`src/rtl/regfile_wbu_if.sv`:
```
// Bus between execute/decode and the write-back + register-file stage.
// The master drives commit, bypass and read requests; the slave returns operands.
interface regfile_wbu_if #(
    parameter int RAW = 5,
    parameter int DW  = 32
);
    logic           i_holding;
    logic           i_wb_rd_en;
    logic [RAW-1:0] i_wb_rd;
    logic [DW-1:0]  i_wb_rd_data;
    logic           i_exe_rd_en;
    logic [RAW-1:0] i_exe_rd;
    logic [DW-1:0]  i_exe_rd_data;
    logic           i_exe_is_load;
    logic [RAW-1:0] i_rs_1;
    logic           i_rs_1_en;
    logic [RAW-1:0] i_rs_2;
    logic           i_rs_2_en;
    logic [DW-1:0]  o_rs_1_data;
    logic [DW-1:0]  o_rs_2_data;
    logic           o_load_use_stall;

    modport master (
        output i_holding,
        output i_wb_rd_en,
        output i_wb_rd,
        output i_wb_rd_data,
        output i_exe_rd_en,
        output i_exe_rd,
        output i_exe_rd_data,
        output i_exe_is_load,
        output i_rs_1,
        output i_rs_1_en,
        output i_rs_2,
        output i_rs_2_en,
        input  o_rs_1_data,
        input  o_rs_2_data,
        input  o_load_use_stall
    );

    modport slave (
        input  i_holding,
        input  i_wb_rd_en,
        input  i_wb_rd,
        input  i_wb_rd_data,
        input  i_exe_rd_en,
        input  i_exe_rd,
        input  i_exe_rd_data,
        input  i_exe_is_load,
        input  i_rs_1,
        input  i_rs_1_en,
        input  i_rs_2,
        input  i_rs_2_en,
        output o_rs_1_data,
        output o_rs_2_data,
        output o_load_use_stall
    );
endinterface

```
`src/rtl/regfile_wbu.sv`:
```
// Write-back stage and x0..x31 integer register file with two bypassed
// read ports, load-use stall detection and a committed-write counter.
module regfile_wbu #(
    parameter int RAW = 5,
    parameter int DW  = 32,
    parameter int CW  = 64
) (
    input  logic          clk,
    input  logic          rst,
    regfile_wbu_if.slave  bus,
    output logic [CW-1:0] o_wr_count
);
    localparam int NREG = 2 ** RAW;

    logic [DW-1:0] r_regs [NREG];
    logic [CW-1:0] r_wr_count;

    logic          w_commit;
    logic          w_exe_fwd_ok;
    logic [DW-1:0] w_arr_1;
    logic [DW-1:0] w_arr_2;
    logic          w_hit_1;
    logic          w_hit_2;

    // A held pipe keeps presenting the same triple, so it commits exactly once.
    assign w_commit = bus.i_wb_rd_en
                    & ~bus.i_holding
                    & (bus.i_wb_rd != '0);

    always_ff @(posedge clk or posedge rst) begin
        if (rst) begin
            for (int i = 0; i < NREG; i++) begin
                r_regs[i] <= '0;
            end
            r_wr_count <= '0;
        end else if (w_commit) begin
            r_regs[bus.i_wb_rd] <= bus.i_wb_rd_data;
            r_wr_count <= r_wr_count + {{(CW-1){1'b0}}, 1'b1};
        end
    end

    assign o_wr_count = r_wr_count;

    // Load data is not ready in execute, so it never forwards from there.
    assign w_exe_fwd_ok = bus.i_exe_rd_en & ~bus.i_exe_is_load;

    assign w_arr_1 = r_regs[bus.i_rs_1];
    assign w_arr_2 = r_regs[bus.i_rs_2];

    function automatic logic [DW-1:0] f_read(
        input logic [RAW-1:0] a,
        input logic           exe_ok,
        input logic [RAW-1:0] exe_rd,
        input logic [DW-1:0]  exe_data,
        input logic           wb_en,
        input logic [RAW-1:0] wb_rd,
        input logic [DW-1:0]  wb_data,
        input logic [DW-1:0]  arr
    );
        logic [DW-1:0] v;
        v = arr;
        if (a == '0) begin
            v = '0;
        end else if (exe_ok && exe_rd == a) begin
            v = exe_data;
        end else if (wb_en && wb_rd == a) begin
            v = wb_data;
        end
        return v;
    endfunction

    always_comb begin
        bus.o_rs_1_data = f_read(bus.i_rs_1, w_exe_fwd_ok,
                                 bus.i_exe_rd, bus.i_exe_rd_data,
                                 bus.i_wb_rd_en, bus.i_wb_rd,
                                 bus.i_wb_rd_data, w_arr_1);
        bus.o_rs_2_data = f_read(bus.i_rs_2, w_exe_fwd_ok,
                                 bus.i_exe_rd, bus.i_exe_rd_data,
                                 bus.i_wb_rd_en, bus.i_wb_rd,
                                 bus.i_wb_rd_data, w_arr_2);
    end

    assign w_hit_1 = bus.i_rs_1_en & (bus.i_rs_1 == bus.i_exe_rd);
    assign w_hit_2 = bus.i_rs_2_en & (bus.i_rs_2 == bus.i_exe_rd);

    assign bus.o_load_use_stall = bus.i_exe_is_load
                                & bus.i_exe_rd_en
                                & (bus.i_exe_rd != '0)
                                & (w_hit_1 | w_hit_2);
endmodule

```
`src/flat_wrapper.sv`:
```
// flat-port wrapper written by rule: the top's interface ports become plain ports
module regfile_wbu_flat 
#(
    parameter int RAW = 5,
    parameter int DW  = 32,
    parameter int CW  = 64
)
  (clk, rst, o_wr_count, bus_i_holding, bus_i_wb_rd_en, bus_i_wb_rd, bus_i_wb_rd_data, bus_i_exe_rd_en, bus_i_exe_rd, bus_i_exe_rd_data, bus_i_exe_is_load, bus_i_rs_1, bus_i_rs_1_en, bus_i_rs_2, bus_i_rs_2_en, bus_o_rs_1_data, bus_o_rs_2_data, bus_o_load_use_stall);
  regfile_wbu_if #(.RAW(RAW), .DW(DW)) bus_i ();
  input  logic clk;
  input  logic rst;
  output logic [CW-1:0] o_wr_count;
  input wire logic [$bits(bus_i.i_holding)-1:0] bus_i_holding;
  input wire logic [$bits(bus_i.i_wb_rd_en)-1:0] bus_i_wb_rd_en;
  input wire logic [$bits(bus_i.i_wb_rd)-1:0] bus_i_wb_rd;
  input wire logic [$bits(bus_i.i_wb_rd_data)-1:0] bus_i_wb_rd_data;
  input wire logic [$bits(bus_i.i_exe_rd_en)-1:0] bus_i_exe_rd_en;
  input wire logic [$bits(bus_i.i_exe_rd)-1:0] bus_i_exe_rd;
  input wire logic [$bits(bus_i.i_exe_rd_data)-1:0] bus_i_exe_rd_data;
  input wire logic [$bits(bus_i.i_exe_is_load)-1:0] bus_i_exe_is_load;
  input wire logic [$bits(bus_i.i_rs_1)-1:0] bus_i_rs_1;
  input wire logic [$bits(bus_i.i_rs_1_en)-1:0] bus_i_rs_1_en;
  input wire logic [$bits(bus_i.i_rs_2)-1:0] bus_i_rs_2;
  input wire logic [$bits(bus_i.i_rs_2_en)-1:0] bus_i_rs_2_en;
  output wire logic [$bits(bus_i.o_rs_1_data)-1:0] bus_o_rs_1_data;
  output wire logic [$bits(bus_i.o_rs_2_data)-1:0] bus_o_rs_2_data;
  output wire logic [$bits(bus_i.o_load_use_stall)-1:0] bus_o_load_use_stall;
  assign bus_i.i_holding = bus_i_holding;
  assign bus_i.i_wb_rd_en = bus_i_wb_rd_en;
  assign bus_i.i_wb_rd = bus_i_wb_rd;
  assign bus_i.i_wb_rd_data = bus_i_wb_rd_data;
  assign bus_i.i_exe_rd_en = bus_i_exe_rd_en;
  assign bus_i.i_exe_rd = bus_i_exe_rd;
  assign bus_i.i_exe_rd_data = bus_i_exe_rd_data;
  assign bus_i.i_exe_is_load = bus_i_exe_is_load;
  assign bus_i.i_rs_1 = bus_i_rs_1;
  assign bus_i.i_rs_1_en = bus_i_rs_1_en;
  assign bus_i.i_rs_2 = bus_i_rs_2;
  assign bus_i.i_rs_2_en = bus_i_rs_2_en;
  assign bus_o_rs_1_data = bus_i.o_rs_1_data;
  assign bus_o_rs_2_data = bus_i.o_rs_2_data;
  assign bus_o_load_use_stall = bus_i.o_load_use_stall;
  regfile_wbu #(.RAW(RAW), .DW(DW), .CW(CW)) u_core (.clk(clk), .rst(rst), .bus(bus_i), .o_wr_count(o_wr_count));
endmodule
```
`config.mk`:
```
export PLATFORM = sky130hd
export DESIGN_NAME = regfile_wbu_flat
export DESIGN_NICKNAME = d
export VERILOG_FILES = /design/src/rtl/regfile_wbu_if.sv /design/src/rtl/regfile_wbu.sv /design/src/flat_wrapper.sv
export SDC_FILE = /design/constraint.sdc
export NUM_CORES = 2
export LEC_CHECK = 0
export CAP_MARGIN = 15
export CORE_AREA = 2 2 305 307
export CTS_BUF_LIST = sky130_fd_sc_hd__clkbuf_2
export CTS_CLUSTER_SIZE = 25
export DETAILED_ROUTE_END_ITERATION = 8
export DIE_AREA = 0 0 307 309
export GPL_ROUTABILITY_DRIVEN = 0
export PLACE_DENSITY = 0.82
export SLEW_MARGIN = 40
export SYNTH_ARGS = -nofsm -noshare
export SYNTH_HDL_FRONTEND = slang
export SYNTH_SLANG_ARGS = --single-unit
```
`constraint.sdc`:
```
create_clock -name clk -period 57 [get_ports clk]
set_input_delay 11.4 -clock clk [delete_from_list [all_inputs] [get_ports clk]]
set_output_delay 11.4 -clock clk [all_outputs]
set_load 0.01 [all_outputs]
```
Word level (Yosys, flattened, before mapping) --
Index checks and enable logic that the tools add are counted. Widths: inputs -> output; s select.
Word-level totals: flip-flop bits (word level) 1088, input bits 92, output and inout bits 129, word-level logic and storage cells 82
Cells by class: add/subtract/negate cells 1, magnitude comparators 4, eq/ne operators 6, muxes and demuxes 15, bitwise gates (word level) 14, reduce and logical (&&, ||, !) cells 9
Operator list (count):
- $bwmux 1024 | 1
- $mux 32 | 11
- $bmux 32 s5 | 2
- $demux 32 s5 | 1
- $add 64x1->64 const B | 1
- $eq 5x5->1 | 6
- $ge 6x6->1 const B | 3
- $not 5->6 | 3
- $logic_not 5->1 | 2
- $reduce_bool 5->1 | 2
- $and 1x1->1 | 8
- $lt 6x1->1 const B | 1
- $logic_and 1x1->1 | 5
- $not 1->1 | 2
- $or 1x1->1 | 1

Depth between registers and ports, before layout --
word-level depth 7, gate-level depth with buffers 11

Worst setup path after synthesis --
OpenSTA, ideal clock, no wires.
path kind input to output, start point input bus_i_rs_2[0], end point output bus_o_rs_2_data[12], data arrival time 13105 ps, required time 45600 ps, setup slack 32495 ps, cell stages on the path 7, buffers on the path 2, cell sequence buf_4 > buf_2 > mux4_2 > a22o_1 > a221oi_1 > and3_1 > o21ai_0
On the way: word-level cells in the longest chain between the ends 7
Ends and longest elaborated chain:
- from (decl) | line flat_wrapper.sv:23 | input wire logic [$bits(bus_i.i_rs_2)-1:0] bus_i_rs_2;
- $not 5->6 (implied by the code) | line regfile_wbu.sv:48 | assign w_arr_2 = r_regs[bus.i_rs_2];
- $bmux 32 s5 | line regfile_wbu.sv:48
- $mux 32 (implied by the code) (2 in a row) | line regfile_wbu.sv:48
- $mux 32 | line regfile_wbu.sv:66 | end else if (wb_en && wb_rd == a) begin
- $mux 32 | line regfile_wbu.sv:64 | end else if (exe_ok && exe_rd == a) begin
- $mux 32 * | line regfile_wbu.sv:62 | if (a == '0) begin
- to (decl) | line flat_wrapper.sv:26 | output wire logic [$bits(bus_i.o_rs_2_data)-1:0] bus_o_rs_2_data;
Every way passes the cells marked *; elsewhere a longest branch is shown, timed or not. The select of a mux whose other input is x is not followed.

Final worst setup path --
start point input bus_i_rs_2[0], end point output bus_o_rs_2_data[27]
The elaborated chain is that of the path after synthesis.

==> results.md <==
- Status: complete, no violations
- Routed wire length per instance: ~31 um
- WHS: between 400 and 500 ps
- CP Class: input port to primary output
- Final slew viol count: 0
- Async set-reset flop share out of synthesis: 100%
- First-pass GRT wire length: approximately 280000 um
- Die ar.: 94900 um^2
- Clock slew at reported path FFs: 90 ps
- Final setup fails: 0
- Clock Tree Root: clkbuf_2
- DP Wirelength: 111000 um
- Syn Nets: about 4600
- Yosys top cell area share: 46.2%
- CP Capture Type: primary output
- Clock Skews: 86.7 ps
- Switching part of the total: approximately a third
- Post-CTS setup buffers: 0
- Worst Path Required: 45600 ps
- Cell Area, Synth: 59000 um^2
- Largest cells by area after synthesis: dfrtp_1 (46%), mux2_2 (19%), mux2i_1 (9.6%)
- Most common cell in the netlist: dfrtp_1
- Layout area overhead: 9.11%
- Fill cells: about 6300
- Seq/Total Area, Yosys: a little under half
- Tot GR Track Use: 39.5%
- RSZ-0062 raised after global routing: false
- Worst-path maximum fanout: 67
- Seq pwr share: 51.9%
- CTS-repair resized insts: 0
- DRC Markers: 0
- Post-DRT Antenna Nets: 0
- P_int: ~0.0012 W
- Number of nets in the layout: 4794
- Slew headroom: 30.6%
- Crit path largest cell delay: 780 ps
- Area leader, netlist: dfrtp_1
- Final wirelength: 187000 um
- Ys flop type: dfrtp_1
- Post-synth EDFFs: 0
- DRT iter0 DRCs: 5369
- Yosys warnings: 0
- Power share of the clock group: 28.5%
- Grt total ovfl: 0
- Initial DRT Pass Iterations: 5
- P_sw: 0.000568 W
- Horiz. Die Dim: 307 um
- Post-route cell area: 64300 um^2
- Worst Setup SP: bus_i_rs_2[0]
- Row cnt: 111
- Syn Inst Count: 4521
- Comb pwr share: 19.5%
- Vias/cell: roughly 7
- Latest clock arrival within the worst-skew pair: 1550 ps
- Util after Layout: 70.4%
- Distinct cell type count after synthesis: 59
- Crit-path cells: buf_8 > buf_4 > xor2_1 > nor3_1 > a31oi_4 > buf_4 > and2_1 > o211ai_1 > nand3_1 > clkdlybuf4s50_1
- Final Cycle Share: 48.6%
- Hold_sp: u_core.r_regs[1017]
- # hold bufs at CTS: 0
- Power per cell area: 28.1 nW/um^2
- Synth top cells by count: dfrtp_1 (1088), mux2_2 (986), mux2i_1 (565), mux4_2 (247), clkbuf_1 (220)
- Reg-to-reg startpoint: u_core.o_wr_count[30]
- Hold crit path type: flip-flop to flip-flop
- Num CTS Buffers: slightly below 300
- H-tree levels: 5
- GRT busiest layer: met2
- LEAKAGE: 30.2 nW
- CP bufs+invs: 4
- Met2 Track Usage GR: 57.0%
- Slew at the pin closest to its max-slew limit: approximately 1000 ps
- Worst path most repeated cell: buf_4
- Port bufs: between 200 and 250
- Max cap viols: 0
- Slowest cell on crit path: and2_1
- Max VDD drop: 20.0 uV
- CTS tree: yes
- CTS max path bufs: 4
- FF+latch count, synth: 1088
- Syn avg cell area: 13.0 um^2
- Share of layout cells above drive strength 1: 38.6%
- Fmax: 0.0361 GHz
- Arr. time, crit path: approximately 16000 ps
- Largest net degree at the start of global routing: 117
- Met1 Track Usage GR: 51.2%
- TritonCTS Sinks: around 1100
- CP delay by family, top: buffers and inverters
- Top-Level Pins: ~220
- Met3 Usage GRT: 16.7%
- Final worst setup slack: around 30000 ps
- Cell Area, Placed: 61900 um^2
- Die height: 309 um
- Sum Neg Setup Slack: 0 ps
- Worst slack, placed: 29500 ps
- Critical Path Start Type: input port
- Antenna violations before repair: 6
- Detailed-route via count: 43600
- Hold Violations, Final: 0
- Core Area: 91400 um^2
- Number of global-route vias before repair: 44000
- Final critical-path required period: 27700 ps
- Initial Util: approximately 65%
## power groups by stage
stage               sequential, W  clock (W)  combinational, W
detailed placement       0.000951          0          0.000346
global placement         0.000943          0          0.000335
finish                   0.000940   0.000516          0.000354
floorplan                0.000932          0          0.000251
global route             0.000950   0.000561          0.000375
CTS                      0.000936   0.000518          0.000347
## final cells by class
class | count | area (um^2) | share of cell area [%]
sequential | 1088 | 27200 | 42.3
multi-input combinational | 2954 | 29900 | 46.4
tap | 1186 | 1480 | 2.31
clock buffer | 417 | 2090 | 3.24
antenna | 2 | 5.00 | 0.00778
timing repair buffer | 353 | 3450 | 5.35
inverter | 9 | 46.3 | 0.0719
clock inverter | 45 | 181 | 0.282
## cell usage in the layout (no fill, tap or decap), drive strengths merged, types with 4 or more instances in the layout
| cell type | instances |
|---|---|
| mux2i | 565 |
| nand2b | 4 |
| a221oi | 54 |
| a311o | 9 |
| nand4b | 6 |
| clkinv | 42 |
| mux2 | 993 |
| mux4 | 247 |
| and3 | 25 |
| nor2 | 95 |
| a311oi | 9 |
| nor3 | 42 |
| o21ai | 97 |
| nor3b | 4 |
| a21oi | 34 |
| and2 | 15 |
| or2 | 4 |
| inv | 12 |
| o2111ai | 22 |
| a31oi | 17 |
| nor2b | 17 |
| o221ai | 22 |
| o211ai | 41 |
| a211oi | 9 |
| a22oi | 121 |
| o22ai | 72 |
| nand2 | 162 |
| clkbuf | 417 |
| xor2 | 46 |
| nor4 | 6 |
| xnor2 | 37 |
| nand3 | 108 |
| dfrtp | 1088 |
| a22o | 27 |
| nand4 | 19 |
| and4 | 5 |
| buf | 149 |
| clkdlybuf4s50 | 204 |
## metrics by stage
| step | std cells | power [W] |
|---|---|---|
| floorplan | 4521 | 0.00118 |
| global placement | 5569 | 0.00128 |
| detailed placement | 5585 | 0.00130 |
| CTS | 6047 | 0.00180 |
| global route | 6054 | 0.00189 |
| finish | 6054 | 0.00181 |
## layer usage
layer	vias up	share of wire, %
met4	10	4.9
met1	22200	37
li1	17600	-
met5	-	0.14
met3	663	14
met2	3132	44
## cell families after synthesis
logic type	count (synthesis)	synth area share, %
muxes	1805	38.0
and+or+nand+nor	523	4.34
buffers and inverters	479	3.74
xor gates and xnor gates	83	1.23
DFF	1088	46.2
AOI/OAI and AO/OA	542	6.52
adders and majority gates	1	0.0212
## state kept, by name, indices dropped and copies added, names as in the netlist
signal	cells
u_core.o_wr_count	64
u_core.r_regs	1024
## worst paths after layout
| check | endpoint | slack, ps | depth (start not counted) |
|---|---|---|---|
| min in group asynchronous | u_core.r_regs[997] | 10320 | 2 |
| worst max register to register | u_core.o_wr_count[58] | 54490 | 6 |
| max in group asynchronous | u_core.r_regs[454] | 43730 | 6 |
| worst min register to register | u_core.r_regs[1017] | 410 | 0 |
| worst max-delay path | bus_o_rs_2_data[27] | 29300 | 10 |
| worst min-delay path | u_core.r_regs[1017] | 410 | 0 |
(Power assumes the default switching activity.)
